**config.mk**
```make
export PLATFORM = sky130hd
export DESIGN_NAME = triangle_assembler
export DESIGN_NICKNAME = d
export VERILOG_FILES = /design/src/rtl/triangle_assembler.sv
export SDC_FILE = /design/constraint.sdc
export NUM_CORES = 1
export LEC_CHECK = 0
export BUFFER_PORTS_ARGS = -buffer_cell sky130_fd_sc_hd__buf_2
export CAP_MARGIN = 20
export CORE_MARGIN = 10
export CORE_UTILIZATION = 51
export DETAILED_ROUTE_END_ITERATION = 16
export PLACE_DENSITY = 0.76
export SETUP_SLACK_MARGIN = 0.1
export SLEW_MARGIN = 20
export SYNTH_ARGS = -nofsm -noshare
export SYNTH_HDL_FRONTEND = slang
export SYNTH_SLANG_ARGS = --single-unit
```
**constraint.sdc**
```tcl
create_clock -name clk_in -period 3.6 [get_ports clk_in]
set_input_delay 0.36 -clock clk_in [delete_from_list [all_inputs] [get_ports clk_in]]
set_output_delay 0.36 -clock clk_in [all_outputs]
set_load 0.01 [all_outputs]
```
**src/rtl/triangle_assembler.sv**
```systemverilog
`timescale 1ns/1ps
// triangle_assembler: packs a stream of 12 words into triangle records
// (three xyz vertices plus an attribute row). Two slots are used as a
// ping-pong buffer so that one triangle can be filled while the other
// waits for the pixel shader. Records with the wrong length are dropped
// and counted as framing errors.
module triangle_assembler #(
    parameter int unsigned WORD_W = 32,
    parameter int unsigned CNT_W  = 16
) (
    input  logic                        clk_in,
    input  logic                        rst_n_in,
    input  logic [WORD_W-1:0]           word_in,
    input  logic                        word_valid_in,
    input  logic                        word_last_in,
    output logic                        word_ready_out,
    output logic [3:0][2:0][WORD_W-1:0] triangle_out,
    output logic                        valid_out,
    input  logic                        ready_in,
    output logic [CNT_W-1:0]            tri_count_out,
    output logic                        err_out,
    output logic [CNT_W-1:0]            err_count_out
);

    typedef enum logic {
        COLLECT = 1'b0,
        DISCARD = 1'b1
    } state_t;

    typedef logic [3:0][2:0][WORD_W-1:0] tri_t;

    state_t state;
    state_t state_next;

    // Released one clock after rst_n_in rises; asserts with rst_n_in.
    logic run;

    // Word index k kept as (row, col) so it addresses the slot directly.
    logic [1:0] row;
    logic [1:0] row_next;
    logic [1:0] col;
    logic [1:0] col_next;
    logic       index_last;

    logic [1:0] full;
    logic [1:0] full_next;
    logic       fill_ptr;
    logic       fill_ptr_next;
    logic       drain_ptr;
    logic       drain_ptr_next;

    logic       ready;
    logic       accept;
    logic       transfer;
    logic       write_en;
    logic       err_next;

    tri_t slot [2];

    assign index_last = (row == 2'd3) && (col == 2'd2);

    // Reset release synchroniser; word acceptance is gated by it.
    always_ff @(posedge clk_in or negedge rst_n_in) begin
        if (!rst_n_in) begin
            run <= 1'b0;
        end else begin
            run <= 1'b1;
        end
    end

    // FSM state register.
    always_ff @(posedge clk_in or negedge rst_n_in) begin
        if (!rst_n_in) begin
            state <= COLLECT;
        end else begin
            state <= state_next;
        end
    end

    // Next-state, handshake and slot bookkeeping.
    always_comb begin
        state_next     = state;
        row_next       = row;
        col_next       = col;
        full_next      = full;
        fill_ptr_next  = fill_ptr;
        drain_ptr_next = drain_ptr;
        err_next       = 1'b0;
        write_en       = 1'b0;
        ready          = 1'b0;
        accept         = 1'b0;
        transfer       = full[drain_ptr] & ready_in;

        unique case (state)
            COLLECT: ready = rst_n_in & run & ~full[fill_ptr];
            DISCARD: ready = rst_n_in & run;
            default: ready = 1'b0;
        endcase

        accept = word_valid_in & ready;

        // Drain and fill touch different slots whenever both fire, so the
        // two full-bit updates never collide.
        if (transfer) begin
            full_next[drain_ptr] = 1'b0;
            drain_ptr_next       = ~drain_ptr;
        end

        if (accept) begin
            unique case (state)
                COLLECT: begin
                    write_en = 1'b1;
                    if (index_last) begin
                        row_next = 2'd0;
                        col_next = 2'd0;
                        if (word_last_in) begin
                            full_next[fill_ptr] = 1'b1;
                            fill_ptr_next       = ~fill_ptr;
                        end else begin
                            err_next   = 1'b1;
                            state_next = DISCARD;
                        end
                    end else if (word_last_in) begin
                        row_next = 2'd0;
                        col_next = 2'd0;
                        err_next = 1'b1;
                    end else if (col == 2'd2) begin
                        col_next = 2'd0;
                        row_next = row + 2'd1;
                    end else begin
                        col_next = col + 2'd1;
                    end
                end
                DISCARD: begin
                    if (word_last_in) begin
                        state_next = COLLECT;
                    end
                end
                default: state_next = COLLECT;
            endcase
        end
    end

    // Control registers, error pulse and counters.
    always_ff @(posedge clk_in or negedge rst_n_in) begin
        if (!rst_n_in) begin
            row           <= '0;
            col           <= '0;
            full          <= '0;
            fill_ptr      <= 1'b0;
            drain_ptr     <= 1'b0;
            err_out       <= 1'b0;
            tri_count_out <= '0;
            err_count_out <= '0;
        end else begin
            row       <= row_next;
            col       <= col_next;
            full      <= full_next;
            fill_ptr  <= fill_ptr_next;
            drain_ptr <= drain_ptr_next;
            err_out   <= err_next;
            if (transfer) begin
                tri_count_out <= tri_count_out + CNT_W'(1);
            end
            if (err_next) begin
                err_count_out <= err_count_out + CNT_W'(1);
            end
        end
    end

    // Slot storage; contents are only meaningful while the full bit is set.
    always_ff @(posedge clk_in) begin
        if (write_en) begin
            slot[fill_ptr][row][col] <= word_in;
        end
    end

    assign word_ready_out = ready;
    assign valid_out      = full[drain_ptr];
    assign triangle_out   = slot[drain_ptr];

endmodule

```
==> results_dict.tcl <==
set metrics [dict create \
    p_leak_nw 12.7 \
    post-cts-setup-buffers 0 \
    cp-end-kind "flop" \
    portBuffers 455 \
    drc 0 \
    row_count 88 \
    cp_data_required_time_ns 3.85 \
    peakVddDrop_v 0.000361 \
    synth_seq_cells 811 \
    synthDistinctLibCells 32 \
    finClkSkew_ns 0.0161 \
    dr.pass1.iters 7 \
    outcome "finished, final reports clean" \
    ant_nets 0 \
    r2r_start "fill_ptr" \
    crit_chain "mux2_2 > nor2_1 > nand2_1 > nor3_4 > buf_4" \
    dp_cells 2640 \
    dp_hpwl_microns 51000 \
    grt_max_degree 129 \
    timing.rr.end "slot[0][173]" \
    clockBufferDepth 3 \
    clk_latency_ns 0.62 \
    path_max_fanout 25 \
    gp_congestion 0.805 \
    cts_tree "built" \
    fin_crit_ns 3.14 \
    final_cell_mix "edfxtp_1 (768), buf_2 (455), mux2_2 (388), clkbuf_16 (83), buf_4 (43)" \
    dr.first_iter.drc_count 1303 \
    synth_nets 1458 \
    cts.clk_slew.worst_paths_ns 0.06 \
    whs_path_depth 2 \
    synth.cell_area_sq_mm 0.0298 \
    slowest_delay_ns 0.71 \
    critical_path_class "flop to flop" \
    fmax_mhz 319 \
    final_hold_viol_count 0 \
    clock-root-buffer "clkbuf_16" \
    slew_headroom 0.464 \
    cts_buffers 78 \
    hp-class "primary input to flop" \
    drv_cap 0 \
    antenna_found_initial 8 \
    fill_cells 3985 \
    synth_warnings 0 \
    cts_hold_buffers 1 \
    vias 15400 \
    syn_area_per_cell_sq_um 21.1 \
    die_y_microns 262 \
    netlist_instances 1413 \
    cp_slowest_cell "dfrtp_1" \
    tns_ns 0 \
    worst-slew-pin-transition_ns 0.803 \
    gr-total-overflow 0 \
    r2r_slack_ns 0.46 \
    fin_crit_sh 0.872 \
    grt_pass1_wl_microns 108000 \
    rsz0062_at_grt "no" \
    die_x_microns 262 \
    final_common_cell "edfxtp_1" \
    setup_viol 0 \
    total_power_w 0.0198 \
    via_per_inst 5.51 \
    worstRegToRegCells 5 \
    routed_wl_microns 76300 \
    cts_resized 0 \
    critPathLaunchType "flop" \
    initial_utilization 0.515 \
    ios 456 \
    arrival_ns 3.39 \
    core_region_area_sq_mm 0.0578 \
    grt_pass1_vias 15600 \
    hp-start "word_last_in" \
    yosysSeqAreaShare 0.810 \
    min_to "state" \
    post_drt_wl_per_cell_microns 27.4 \
    fin_cells 2786 \
    die_area_sq_mm 0.0685 \
    drive_above_1_share 0.513 \
    h-tree-depth 3 \
    nNetsFinal 2001 \
    drv_slew 0 \
    grtUsageTotal 0.217 \
    cts_sinks 811 \
    synthToLayoutAreaGrowth_pct 20.8 \
    power_density_mw_per_mm2 549 \
]
-- final cells by class --
| type | count | area [sq um] | share of cell area |
|---|---|---|---|
| Timing Repair Buffer | 507 | 2770 | 0.0769 |
| Clock inverter | 30 | 265 | 0.00737 |
| Multi-Input combinational cell | 544 | 5590 | 0.155 |
| Clock buffer | 113 | 2220 | 0.0618 |
| Sequential cell | 811 | 24100 | 0.671 |
| Inverter | 14 | 52.6 | 0.00146 |
| Antenna cell | 2 | 5.00 | 0.000139 |
| Tap cell | 765 | 957 | 0.0266 |
-- flip-flops by register name, indices dropped and copies added (netlist names) --
name / flops
err_count_out: 16
drain_ptr: 1
run: 1
fill_ptr: 1
full: 2
err_out: 1
row: 2
tri_count_out: 16
col: 2
state: 1
slot: 768
-- report_power, final --
group | leakage (nW) | internal, W | switching [W] | total [W]
Combinational | 3.99 | 0.000520 | 0.000850 | 0.00137
Sequential | 7.47 | 0.0104 | 0.0000787 | 0.0105
Clock | 1.22 | 0.00459 | 0.00330 | 0.00790
-- critical path: cells and delay by family, from the launching register on --
family / cells / cell delay, ns
DFF: 1 / 0.71
muxes: 1 / 0.46
buffers and inverters: 1 / 0.40
and+or+nand+nor: 3 / 1.16
-- worst max path at each step --
stage                         from            to  depth (start not counted)
after detailed placement  fill_ptr  slot[0][167]                          5
after global routing      fill_ptr  slot[1][284]                          5
after floorplan           fill_ptr  slot[1][352]                          3
after global placement    fill_ptr  slot[0][177]                          5
final                     fill_ptr  slot[0][173]                          5
after CTS                 fill_ptr  slot[0][167]                          5
-- per-layer routing --
metal / vias up / GRT usage / part of all wire
li1: 6654 / - / -
met1: 7915 / 0.288 / 0.40
met2: 687 / 0.349 / 0.48
met3: 97 / 0.0505 / 0.089
met4: 0 / 0.0711 / 0.025
met5: - / 0 / 0
-- cell families after synthesis --
family,count (synthesis),synth area share
AOI/OAI and AO/OA,14,0.00290
xor gates and xnor gates,31,0.00911
adders and majority gates,8,0.00336
buffers and inverters,58,0.00873
DFF,811,0.810
muxes,389,0.147
other,1,0.000126
and+or+nand+nor,101,0.0187
-- metrics by stage --
| step | setup slack (ns) | cell area (sq um) | util | hold slack [ns] |
|---|---|---|---|---|
| 6_report | 0.460 | 36000 | 0.623 | 0.0525 |
| 3_3_place_gp | 0.568 | 33500 | 0.579 | 0.458 |
| 3_5_place_dp | 0.544 | 33500 | 0.579 | 0.454 |
| 2_1_floorplan | 0.0385 | 29800 | - | 0.0644 |
| 4_1_cts | 0.528 | 36000 | 0.623 | 0.0216 |
| 5_1_grt | 0.321 | 36000 | 0.623 | 0.0448 |
-- cells in the mapped netlist --
| library cell | n | share of area |
|---|---|---|
| nor3_1 | 17 | 0.0029 |
| mux2i_1 | 1 | 0.00034 |
| buf_1 | 7 | 0.00088 |
| nand2b_1 | 1 | 0.00021 |
| a21oi_1 | 4 | 0.00067 |
| nand3_1 | 14 | 0.0024 |
| a31oi_1 | 3 | 0.00063 |
| nor4_2 | 1 | 0.00042 |
| nand4_4 | 2 | 0.0014 |
| nand4_2 | 1 | 0.00042 |
| dfrtp_1 | 43 | 0.036 |
| nand4_1 | 7 | 0.0015 |
| inv_1 | 14 | 0.0018 |
| nor2_1 | 27 | 0.0034 |
| mux2_2 | 388 | 0.15 |
| or3_4 | 1 | 0.00038 |
| and4_1 | 2 | 0.00059 |
| nor4_4 | 2 | 0.0014 |
| and3_1 | 2 | 0.00042 |
| ha_1 | 8 | 0.0034 |
| a41o_1 | 1 | 0.00034 |
| nand4b_1 | 1 | 0.00029 |
| edfxtp_1 | 768 | 0.77 |
| nor2b_1 | 2 | 0.00042 |
| conb_1 | 1 | 0.00013 |
| a22o_1 | 2 | 0.00059 |
| xnor2_1 | 17 | 0.0050 |
| clkbuf_1 | 3 | 0.00038 |
| buf_2 | 34 | 0.0057 |
| nand2_1 | 21 | 0.0026 |
| o21ai_0 | 4 | 0.00067 |
| xor2_1 | 14 | 0.0041 |
(Power assumes the default switching activity.)
